File: src/rtl/dmem_port_ctrl.sv
// dmem_port_ctrl: arbitrates a core (byte/half/word) and a loader (word) port onto one
// read-first byte-write BRAM port; four-state FSM with fully registered outputs.
module dmem_port_ctrl #(
  parameter int ADDR_WIDTH   = 15,
  parameter int STARVE_LIMIT = 4
) (
  input  logic                  clk,
  input  logic                  reset,
  input  logic                  c_req,
  input  logic                  c_we,
  input  logic [1:0]            c_size,
  input  logic                  c_unsigned,
  input  logic [ADDR_WIDTH+1:0] c_addr,
  input  logic [31:0]           c_wdata,
  output logic                  c_ack,
  output logic                  c_err,
  output logic [31:0]           c_rdata,
  input  logic                  l_req,
  input  logic                  l_we,
  input  logic [ADDR_WIDTH-1:0] l_addr,
  input  logic [31:0]           l_wdata,
  output logic                  l_ack,
  output logic [31:0]           l_rdata,
  output logic                  bram_en,
  output logic [3:0]            bram_we,
  output logic [ADDR_WIDTH-1:0] bram_addr,
  output logic [31:0]           bram_din,
  input  logic [31:0]           bram_dout
);
  localparam int SW = (STARVE_LIMIT < 1) ? 1 : $clog2(STARVE_LIMIT + 1);
  localparam logic [SW-1:0] SMAX = SW'(STARVE_LIMIT);

  typedef enum logic [1:0] {IDLE, ISSUE, WAIT, DONE} state_t;

  state_t                state_q, state_d;
  logic [SW-1:0]         starve_cnt_q, starve_cnt_d;
  logic                  gnt_l_q, gnt_l_d;
  logic                  we_q, we_d;
  logic [1:0]            size_q, size_d;
  logic                  uns_q, uns_d;
  logic [1:0]            off_q, off_d;
  logic                  c_ack_q, c_ack_d;
  logic                  c_err_q, c_err_d;
  logic [31:0]           c_rdata_q, c_rdata_d;
  logic                  l_ack_q, l_ack_d;
  logic [31:0]           l_rdata_q, l_rdata_d;
  logic                  bram_en_q, bram_en_d;
  logic [3:0]            bram_we_q, bram_we_d;
  logic [ADDR_WIDTH-1:0] bram_addr_q, bram_addr_d;
  logic [31:0]           bram_din_q, bram_din_d;

  logic        c_bad, starved, grant_l;
  logic [3:0]  st_we;
  logic [31:0] st_din, ld_fmt;
  logic [7:0]  b_sel;
  logic [15:0] h_sel;

  assign c_bad   = (c_size == 2'b11) || (c_size == 2'b01 && c_addr[0]) ||
                   (c_size == 2'b10 && c_addr[1:0] != 2'b00);
  assign starved = starve_cnt_q == SMAX;
  assign grant_l = l_req && (!c_req || starved);
  assign st_we   = c_size == 2'b00 ? 4'b0001 << c_addr[1:0] :
                   c_size == 2'b01 ? (c_addr[1] ? 4'b1100 : 4'b0011) : 4'b1111;
  assign st_din  = c_size == 2'b00 ? {4{c_wdata[7:0]}} :
                   c_size == 2'b01 ? {2{c_wdata[15:0]}} : c_wdata;
  assign b_sel   = bram_dout[{off_q, 3'b000} +: 8];
  assign h_sel   = off_q[1] ? bram_dout[31:16] : bram_dout[15:0];
  assign ld_fmt  = size_q == 2'b00 ? {{24{~uns_q & b_sel[7]}}, b_sel} :
                   size_q == 2'b01 ? {{16{~uns_q & h_sel[15]}}, h_sel} : bram_dout;

  always_comb begin
    state_d      = state_q;
    starve_cnt_d = starve_cnt_q;
    gnt_l_d      = gnt_l_q;
    we_d         = we_q;
    size_d       = size_q;
    uns_d        = uns_q;
    off_d        = off_q;
    c_ack_d      = 1'b0;
    c_err_d      = 1'b0;
    c_rdata_d    = c_rdata_q;
    l_ack_d      = 1'b0;
    l_rdata_d    = l_rdata_q;
    bram_en_d    = 1'b0;
    bram_we_d    = 4'b0000;
    bram_addr_d  = bram_addr_q;
    bram_din_d   = bram_din_q;
    case (state_q)
      IDLE: if (c_req || l_req) begin
        gnt_l_d = grant_l;
        if (grant_l) begin
          starve_cnt_d = '0;
          we_d         = l_we;
          bram_en_d    = 1'b1;
          bram_we_d    = {4{l_we}};
          bram_addr_d  = l_addr;
          bram_din_d   = l_wdata;
          state_d      = ISSUE;
        end else begin
          // erroring core requests still count against the waiting loader
          starve_cnt_d = (l_req && !starved) ? starve_cnt_q + SW'(1) : starve_cnt_q;
          we_d         = c_we;
          size_d       = c_size;
          uns_d        = c_unsigned;
          off_d        = c_addr[1:0];
          if (c_bad) begin
            c_ack_d   = 1'b1;
            c_err_d   = 1'b1;
            c_rdata_d = '0;
            state_d   = DONE;
          end else begin
            bram_en_d   = 1'b1;
            bram_we_d   = c_we ? st_we : 4'b0000;
            bram_addr_d = c_addr[ADDR_WIDTH+1:2];
            bram_din_d  = st_din;
            state_d     = ISSUE;
          end
        end
      end
      ISSUE: state_d = WAIT;
      WAIT: begin
        state_d = DONE;
        if (gnt_l_q) begin
          l_ack_d   = 1'b1;
          l_rdata_d = we_q ? 32'd0 : bram_dout;
        end else begin
          c_ack_d   = 1'b1;
          c_rdata_d = we_q ? 32'd0 : ld_fmt;
        end
      end
      default: state_d = IDLE;
    endcase
  end

  always_ff @(posedge clk or negedge reset) begin
    if (!reset) begin
      state_q      <= IDLE;
      starve_cnt_q <= '0;
      gnt_l_q      <= 1'b0;
      we_q         <= 1'b0;
      size_q       <= 2'b00;
      uns_q        <= 1'b0;
      off_q        <= 2'b00;
      c_ack_q      <= 1'b0;
      c_err_q      <= 1'b0;
      c_rdata_q    <= '0;
      l_ack_q      <= 1'b0;
      l_rdata_q    <= '0;
      bram_en_q    <= 1'b0;
      bram_we_q    <= 4'b0000;
      bram_addr_q  <= '0;
      bram_din_q   <= '0;
    end else begin
      state_q      <= state_d;
      starve_cnt_q <= starve_cnt_d;
      gnt_l_q      <= gnt_l_d;
      we_q         <= we_d;
      size_q       <= size_d;
      uns_q        <= uns_d;
      off_q        <= off_d;
      c_ack_q      <= c_ack_d;
      c_err_q      <= c_err_d;
      c_rdata_q    <= c_rdata_d;
      l_ack_q      <= l_ack_d;
      l_rdata_q    <= l_rdata_d;
      bram_en_q    <= bram_en_d;
      bram_we_q    <= bram_we_d;
      bram_addr_q  <= bram_addr_d;
      bram_din_q   <= bram_din_d;
    end
  end

  assign c_ack     = c_ack_q;
  assign c_err     = c_err_q;
  assign c_rdata   = c_rdata_q;
  assign l_ack     = l_ack_q;
  assign l_rdata   = l_rdata_q;
  assign bram_en   = bram_en_q;
  assign bram_we   = bram_we_q;
  assign bram_addr = bram_addr_q;
  assign bram_din  = bram_din_q;
endmodule

File: config.mk
export PLATFORM = sky130hd
export DESIGN_NAME = dmem_port_ctrl
export DESIGN_NICKNAME = d
export VERILOG_FILES = /design/src/rtl/dmem_port_ctrl.sv
export SDC_FILE = /design/constraint.sdc
export NUM_CORES = 1
export LEC_CHECK = 0
export CAP_MARGIN = 30
export CORE_ASPECT_RATIO = 0.8
export CORE_MARGIN = 2
export CORE_UTILIZATION = 35
export CTS_BUF_LIST = sky130_fd_sc_hd__clkbuf_4 sky130_fd_sc_hd__clkbuf_8
export DETAILED_ROUTE_END_ITERATION = 8
export PLACE_DENSITY = 0.65
export SLEW_MARGIN = 30
export SYNTH_ARGS = -nofsm -noshare
export SYNTH_HDL_FRONTEND = slang
export SYNTH_SLANG_ARGS = --single-unit
File: constraint.sdc
create_clock -name clk -period 2.2 [get_ports clk]
set_input_delay 0.55 -clock clk [delete_from_list [all_inputs] [get_ports clk]]
set_output_delay 0.55 -clock clk [all_outputs]
set_load 0.01 [all_outputs]
==> metrics.yaml, run 1 <==
grt_usage_pct: 22.7
grt_max_degree: 49
crit_path_end_kind: "flop"
regArea_um2: 3280
start_kind: "input port"
syn_nets: 698
htree_levels: 4
p_per_area_nw_per_um2: 1180
cts_sinks: 131
fin_util_pct: 55.1
slowest_stage: "clkdlybuf4s50_1"
wl_per_cell_um: 20.3
viasPerCell: 5.24
io_pins: 256
fillers: 1612
min_path_type: "input port to asynchronous set/reset pin"
synth_edf_count: 0
r2r_end: "bram_addr[11]"
final_cells: 1135
grt_pass1_wl_mm: 35.9
yosys_warnings: 0
placed_cells: 1102
yosysSeqAreaShare_pct: 48.9
ir_worst_vdd_mv: 0.551
fin_crit_ns: 2.07
clk_pin_slew_worst_paths_ns: 0.08
dieArea_um2: 20300
critPathMaxFanout: 28
rsz0062_at_grt: "false"
relSlewSlack_pct: 60.6
root_buffer: "clkbuf_8"
synthFlopType: "dfrtp_1"
ys_seq_elements: 131
ant_nets: 0
core_um2: 18900
insertion_delay_ns: 0.44
syn_to_final_growth_pct: 55.1
gp_congestion: 0.920
grt_overflow: 0
drv_slew: 0
nets: 1006
tightest_slew_ns: 0.591
maxCapViolCount: 0
antenna_found_initial: 0
multi_input_area_um2: 3140
antenna_cells: 0
hpwl_mm: 17.6
drtIter0Drc: 370
setup_viol_count_final: 0
critical_path_class: "input port to flop"
drc_errors: 0
num_vias: 5949
regToRegSetupSlack_ns: 0.18
r2r_start: "starve_cnt_q[1]"
start_util_pct: 35.5
fin_crit_sh_pct: 94.1
grt_pass1_vias: 6182
fmax_ghz: 0.483
status: "finished clean"
critPathMaxStageDelay_ns: 0.48
cts_tree: "yes"
port-buffer-count: 255
cp_cell_sequence: "clkdlybuf4s50_1 > o21ai_0 > nand2_1 > a21oi_4 > buf_12 > mux2_2"
routed_wl_mm: 23.1
r2r_cells: 7
rows: 45
p_total_w: 0.0123
drtPass1Iterations: 5
syn_area_per_cell_um2: 12.1
die_h_um: 128
cts_made_buffers: 17
ys_async_sr_fraction_pct: 100
skew_ns: 0.0140
arrival_ns: 2.39
synth_cells: 556
final-hold-violation-count: 0
clock_path_buffers: 2
drive_gt1_share_pct: 23.6
synth.distinct_cells: 54
cp_data_required_time_ns: 2.52
p_leak_nw: 4.39
die_w_um: 159
syn_area_um2: 6700
==> layout make-up <==
type	instances	area share, %
Sequential cell	131	31.5
Clock buffer	17	2.25
Inverter	8	0.289
Multi-Input combinational cell	372	30.2
Tap cell	258	3.11
Clock inverter	15	1.40
Timing Repair Buffer	334	31.2
==> state kept, by name (all words and copies together) (netlist names), 2 cells and up <==
name	count
bram_din	32
c_rdata	32
l_rdata	32
bram_addr	15
bram_we	4
starve_cnt_q	3
off_q	2
size_q	2
state_q	2
==> metal layers <==
metal / global-route usage [%] / part of all wire, % / up-vias / routed length [um]
li1: - / - / 2702 / -
met1: 31.7 / 45 / 2992 / 10400
met2: 36.3 / 47 / 227 / 10800
met3: 4.27 / 5.6 / 28 / 1280
met4: 6.69 / 2.1 / 0 / 473
met5: 0 / 0 / - / 0
==> cell families after synthesis <==
logic type / count (synthesis) / share of synthesized area, %
mux: 117 / 20.9
xor+xnor: 1 / 0.131
fa+ha+maj: 5 / 0.934
simple gates: 100 / 8.38
flops: 131 / 48.9
compound gates: 149 / 16.2
buf+inv: 53 / 4.48
==> report_power, final <==
group	internal [W]	switching, W
Clock	0.000922	0.00108
Sequential	0.00340	0.000601
Combinational	0.00349	0.00277
==> synth_stat cells (3+ instances only) <==
cell | n | area share [%]
nor2b_1 | 16 | 1.5
a211oi_1 | 7 | 0.78
dfrtp_1 | 131 | 49
mux2i_1 | 26 | 3.9
clkbuf_1 | 16 | 0.90
o21ai_0 | 33 | 2.5
a21oi_1 | 16 | 1.2
mux2_1 | 4 | 0.67
mux2_2 | 79 | 13
a32o_1 | 16 | 2.4
nand2b_1 | 17 | 1.6
nand2_1 | 20 | 1.1
nor2_1 | 11 | 0.62
buf_2 | 15 | 1.1
o22ai_1 | 16 | 1.5
buf_6 | 8 | 1.3
mux4_1 | 7 | 2.7
ha_1 | 5 | 0.93
nand3_1 | 17 | 1.3
a22o_2 | 3 | 0.45
a22o_1 | 45 | 5.9
inv_1 | 8 | 0.45
==> worst max-delay path, delay by kind of cell <==
kind	cells	cell delay (ns)
compound gates	2	0.59
buf+inv	2	0.71
mux	1	0.36
simple gates	1	0.18
==> cells in the final DEF (no fill, tap or decap), types with 8 or more instances in the layout <==
cell type / count
clkdlybuf4s50_1: 254
buf_12: 8
dfrtp_1: 131
o22ai_1: 16
inv_1: 8
clkbuf_8: 17
a21oi_1: 15
buf_4: 71
o21ai_0: 33
nand2_1: 20
mux2i_1: 26
nor2_1: 10
nor2b_1: 16
mux2_2: 79
a22o_1: 45
a32o_1: 16
nand3_1: 17
nand2b_1: 17
==> timing repair <==
| action | 4_1_cts | 5_1_grt |
|---|---|---|
| hold buffers | 1 | 0 |
| resized for setup | 0 | 1 |
| endpoints found under the setup margin | 0 | 11 |
| buffers inserted | 0 | 0 |
| endpoints found under the hold margin | 6 | 0 |
==> through the flow <==
stage / worst slack [ns] / instance area, um2 / TNS, ns / hold WS (ns)
after CTS: 0.108 / 10400 / 0 / 0.478
after global placement: -0.241 / 10000 / -16.54 / 0.405
after floorplan: 0.192 / 6700 / 0 / 0.254
after detailed placement: -0.308 / 10000 / -20.33 / 0.408
after global routing: 0.0368 / 10400 / 0 / 0.494
final: 0.131 / 10400 / 0 / 0.499
==> worst max-delay path by stage <==
stage	start	end	slack (ns)	cells after the start
6_report	c_size[0]	bram_din[23]	0.13	6
5_1_grt	c_size[0]	bram_addr[11]	0.04	6
4_1_cts	starve_cnt_q[1]	bram_addr[11]	0.11	7
3_5_place_dp	c_size[0]	bram_addr[14]	-0.31	6
3_3_place_gp	c_size[1]	bram_din[14]	-0.24	6
2_1_floorplan	c_size[0]	bram_din[15]	0.19	7
Power figures use the tool's default switching activity.
==> run 2: changes to the inputs <==
Settings changed: CORE_ASPECT_RATIO 0.8 to 0.6.
==> run 2 against run 1 <==
Register-to-register slack got worse by 0.04 ns. Clock power increased by 12%. Sequential share of layout area is essentially flat. Critical path type unchanged.
==> metrics.yaml, run 2 (synthesis gave the netlist of run 1 again) <==
num_vias: 6020  # +1.2%
drive_gt1_share_pct: 23.7  # +0.11 points
antenna_found_initial: 0  # unchanged
cp-endpoint: "bram_din[12]"
wl_per_cell_um: 21.4  # +5.4%
fin_ws_ns: 0.0773  # -0.0532 ns
io_pins: 256  # unchanged
crit_path_end_kind: "flop"
routed_wl_mm: 23.9  # +3.9%
relSlewSlack_pct: 56.2  # -4.3 points
regToRegSetupSlack_ns: 0.14  # -0.04 ns
critical_path_class: "input port to flop"
final_cell_mix: "clkdlybuf4s50_1, dfrtp_1, mux2_2, buf_4, a22o_1"
cts_made_buffers: 17  # unchanged
arrival_ns: 2.45  # +0.06 ns
wl_met1_mm: 11.3  # +8.4%
r2r_end: "c_rdata[9]"
cts_hold_buf: 0  # -1
mostFrequentLayoutCell: "clkdlybuf4s50_1"
wl_met3_mm: 1.78  # +39%
drtIter0Drc: 544  # +47%
grt_max_degree: 60  # +22%
dieArea_um2: 20300  # +0.15%
cts_sinks: 131  # unchanged
htree_levels: 4  # unchanged
cts_tree: "yes"
insertion_delay_ns: 0.46  # +0.02 ns
rows: 39  # -13%
viasPerCell: 5.38  # +2.6%
root_buffer: "clkbuf_8"
rsz0062_at_grt: "false"
status: "finished clean"
min_path_type: "input port to asynchronous set/reset pin"
ir_worst_vdd_mv: 0.506  # -8.0%
whs_ns: 0.0786  # -0.421 ns
r2r_start: "state_q[1]"
drtPass1Iterations: 6  # +1
fin_crit_ns: 2.12  # +0.0532 ns
drv_slew: 0  # unchanged
nets: 1002  # -0.40%
cp_data_required_time_ns: 2.53  # about the same
wl_met2_mm: 10.4  # -3.8%
final-hold-violation-count: 0  # unchanged
ant_nets: 0  # unchanged
clock_path_buffers: 2  # unchanged
critPathMaxFanout: 9  # -68%
p_per_area_nw_per_um2: 1200  # +2.0%
die_h_um: 111  # -13%
place_ws_ns: -0.433  # -0.125 ns
grt_pass1_vias: 6155  # -0.44%
grt_pass1_wl_mm: 36.7  # +2.2%
start_util_pct: 35.5  # -0.042 points
start_kind: "input port"
port-buffer-count: 255  # unchanged
hpwl_mm: 17.9  # +1.8%
fillers: 1589  # -1.4%
clk_pin_slew_worst_paths_ns: 0.08  # about the same
tightest_slew_ns: 0.656  # +0.0646 ns
highest-signal-layer: "met4"
die_w_um: 183  # +15%
grt_usage_pct: 23.8  # +1.1 points
skew_ns: 0.00975  # -0.00429 ns
p_leak_nw: 4.39  # about the same
syn_to_final_growth_pct: 55.3
core_um2: 18900  # +0.12%
fin_crit_sh_pct: 96.5  # +2.4 points
gp_congestion: 0.885  # -3.8%
r2r_cells: 7  # unchanged
maxCapViolCount: 0  # unchanged
fmax_ghz: 0.471  # -2.5%
drc_errors: 0  # unchanged
startpoint: "c_size[0]"
antenna_cells: 0  # unchanged
setup_viol_count_final: 0  # unchanged
grt_overflow: 0  # unchanged
## run 2: worst min path at each step
stage / start / endpoint
2_1_floorplan: reset / bram_addr[0]
3_3_place_gp: we_q / we_q
3_5_place_dp: we_q / we_q
4_1_cts: reset / c_rdata[17]
5_1_grt: reset / c_rdata[17]
6_report: reset / c_rdata[17]
## run 2: power breakdown
part | leakage, nW | internal [W] | switching (W)
registers | 1.67 | 0.00340 | 0.000603
clock network | 0.215 | 0.00121 | 0.00102
logic | 2.51 | 0.00346 | 0.00282
## run 2: per-layer routing
layer	vias to the layer above	GRT usage [%]
li1	2702	-
met1	3048	34.6
met2	234	34.7
met3	36	6.47
met4	0	6.45
met5	-	0
## run 2: critical path: stages
cell             delay [ns]
clkdlybuf4s50_1        0.48
buf_4                  0.22
nor2_2                 0.54
mux2i_1                0.28
o21ai_0                0.10
mux2_2                 0.27
## run 2: final cells by class
type / instances / area [um2] / area share, %
clock inverters: 12 / 155 / 1.49
repair buffers: 330 / 3220 / 30.9
clock buffers: 20 / 275 / 2.64
flip-flops and latches: 131 / 3280 / 31.5
inverters: 8 / 30.0 / 0.288
multi-input cells: 372 / 3140 / 30.2
well taps: 246 / 308 / 2.96
## run 2: through the flow
step,instance area (um2),total power [W],std cells,util (%),TNS (ns)
floorplan,6700,0.00710,556,-,0
global placement,9950,0.0101,1086,52.7,-22.00
detailed placement,9950,0.0103,1086,52.7,-26.90
CTS,10400,0.0126,1118,54.9,0
global route,10400,0.0132,1119,55.1,0
finish,10400,0.0125,1119,55.1,0
## run 2: what timing repair did
action	CTS	global route
resized for setup	0	5
setup buffers	0	0
setup endpoints to repair	0	39
==> run 3: changes to the inputs <==
Settings changed: CORE_MARGIN 2 to 5.
==> run 3 against run 2 <==
Utilization grew 0.11 points. Largest power group unchanged. Worst hold slack got worse by 0.033 ns. Largest cell class unchanged. Sequential share of layout area fell by 0.14 points. Highest routed layer is now met5. Critical endpoint is now bram_addr[13].
==> metrics.yaml, run 3 (synthesis gave the netlist of run 1 again) <==
status: "finished clean"
dieArea_um2: 22100  # +8.9%
wl_per_cell_um: 21.5  # +0.47%
grt_max_degree: 49  # -18%
grt_overflow: 0  # unchanged
r2r_start: "starve_cnt_q[0]"
critical_path_class: "input port to flop"
insertion_delay_ns: 0.44  # -0.02 ns
nets: 1010  # +0.80%
final_cells: 1126  # +0.63%
antenna_cells: 0  # unchanged
grt_pass1_vias: 6269  # +1.9%
critPathMaxFanout: 39  # +30
regToRegSetupSlack_ns: 0.11  # -0.03 ns
hpwl_mm: 18.9  # +5.7%
p_per_area_nw_per_um2: 1200  # about the same
start_util_pct: 35.4  # -0.091 points
root_buffer: "clkbuf_8"
clock_path_buffers: 2  # unchanged
maxCapViolCount: 0  # unchanged
power_frac_clock_pct: 18.2  # +0.4 points
clk_pin_slew_worst_paths_ns: 0.09  # about the same
cts_hold_buf: 0  # unchanged
fillers: 1589  # unchanged
grt_usage_pct: 21.7  # -2.1 points
core_um2: 18900  # +0.26%
cp_data_required_time_ns: 2.51  # -0.02 ns
fmax_ghz: 0.475  # +0.80%
die_w_um: 189  # +3.3%
r2r_cells: 7  # unchanged
arrival_ns: 2.42  # -0.03 ns
mostFrequentLayoutCell: "clkdlybuf4s50_1"
drtIter0Drc: 491  # -9.7%
final-hold-violation-count: 0  # unchanged
ant_nets: 0  # unchanged
grt_pass1_wl_mm: 37.0  # +0.83%
p_leak_nw: 4.43  # +0.82%
relSlewSlack_pct: 58.7  # +2.4 points
viasPerCell: 5.26  # -2.2%
num_vias: 5926  # -1.6%
drtPass1Iterations: 5  # -1
whs_ns: 0.0453  # -0.0333 ns
p_comb_share_pct: 50.1  # about the same
post_cts_buffers: 0  # unchanged
gp_congestion: 0.964  # +8.9%
rsz0062_at_grt: "false"
skew_ns: 0.0190  # +0.00922 ns
routed_wl_mm: 24.2  # +1.1%
sw_frac_of_total_pct: 35.0  # -0.49 points
cts_sinks: 131  # unchanged
p_int_w: 0.00817  # +1.2%
syn_to_final_growth_pct: 56.0
drv_slew: 0  # unchanged
ir_worst_vdd_mv: 0.504  # -0.51%
tightest_slew_ns: 0.616  # -0.0395 ns
final_cell_mix: "clkdlybuf4s50_1, dfrtp_1, mux2_2, buf_4, a22o_1"
min_path_type: "input port to asynchronous set/reset pin"
cts_made_buffers: 17  # unchanged
io_pins: 256  # unchanged
r2r_end: "bram_addr[13]"
rows: 39  # unchanged
cts_tree: "yes"
start_kind: "input port"
power_switching_w: 0.00441  # -0.93%
drive_gt1_share_pct: 24.1  # +0.38 points
setup_viol_count_final: 0  # unchanged
antenna_found_initial: 1  # +1
die_h_um: 117  # +5.4%
crit_path_end_kind: "flop"
port-buffer-count: 255  # unchanged
fin_crit_ns: 2.11  # -0.0169 ns
post_cts_resize_count: 1  # +1
fin_crit_sh_pct: 95.7  # -0.77 points
placed_cells: 1095  # +0.83%
power_frac_seq_pct: 31.8  # -0.2 points
htree_levels: 4  # unchanged
drc_errors: 0  # unchanged
run 3: power groups by stage:
stage	sequential, W	combinational [W]	clock, W
global placement	0.00398	0.00621	0
CTS	0.00400	0.00633	0.00233
floorplan	0.00434	0.00277	0
global route	0.00412	0.00674	0.00244
finish	0.00399	0.00630	0.00228
detailed placement	0.00402	0.00629	0
run 3: worst max-delay path, cell delays in order:
cell	delay, ns
clkdlybuf4s50_1	0.48
o21ai_1	0.32
nand2_1	0.19
a21oi_4	0.22
buf_12	0.24
mux2_2	0.37
run 3: how the worst max path moves through the flow:
stage                         start  cells past startpoint  slack, ns            end
detailed placement        c_size[1]                      6      -0.50  bram_addr[11]
global placement          c_size[1]                      6      -0.48   bram_din[30]
global route        starve_cnt_q[0]                      8      0.008   bram_din[19]
CTS                 starve_cnt_q[0]                      7       0.05  bram_addr[13]
finish                    c_size[1]                      6       0.09  bram_addr[13]
floorplan                 c_size[0]                      7       0.19   bram_din[15]
run 3: layout make-up:
class,count,area (um2),share of cell area [%]
Sequential cell,131,3280,31.4
Tap cell,246,308,2.94
Clock buffer,19,262,2.50
Timing Repair Buffer,338,3260,31.2
Clock inverter,12,180,1.72
Multi-Input combinational cell,372,3140,30.0
Inverter,8,30.0,0.287
run 3: stage by stage:
step | utilization [%] | setup TNS [ns] | instance area, um2 | worst slack, ns | total power [W]
2_1_floorplan | - | 0 | 6700 | 0.192 | 0.00710
5_1_grt | 55.2 | 0 | 10500 | 0.00826 | 0.0133
3_3_place_gp | 52.9 | -30.27 | 10000 | -0.478 | 0.0102
4_1_cts | 55.2 | 0 | 10500 | 0.0512 | 0.0127
6_report | 55.2 | 0 | 10500 | 0.0942 | 0.0126
3_5_place_dp | 52.9 | -30.84 | 10000 | -0.496 | 0.0103
run 3: routing by layer:
metal	GRT usage, %	wire [um]	up-vias
met5	0	13	-
met4	5.00	431	2
met3	7.74	2050	38
met2	31.8	10500	246
met1	31.1	11200	2938
li1	-	-	2702
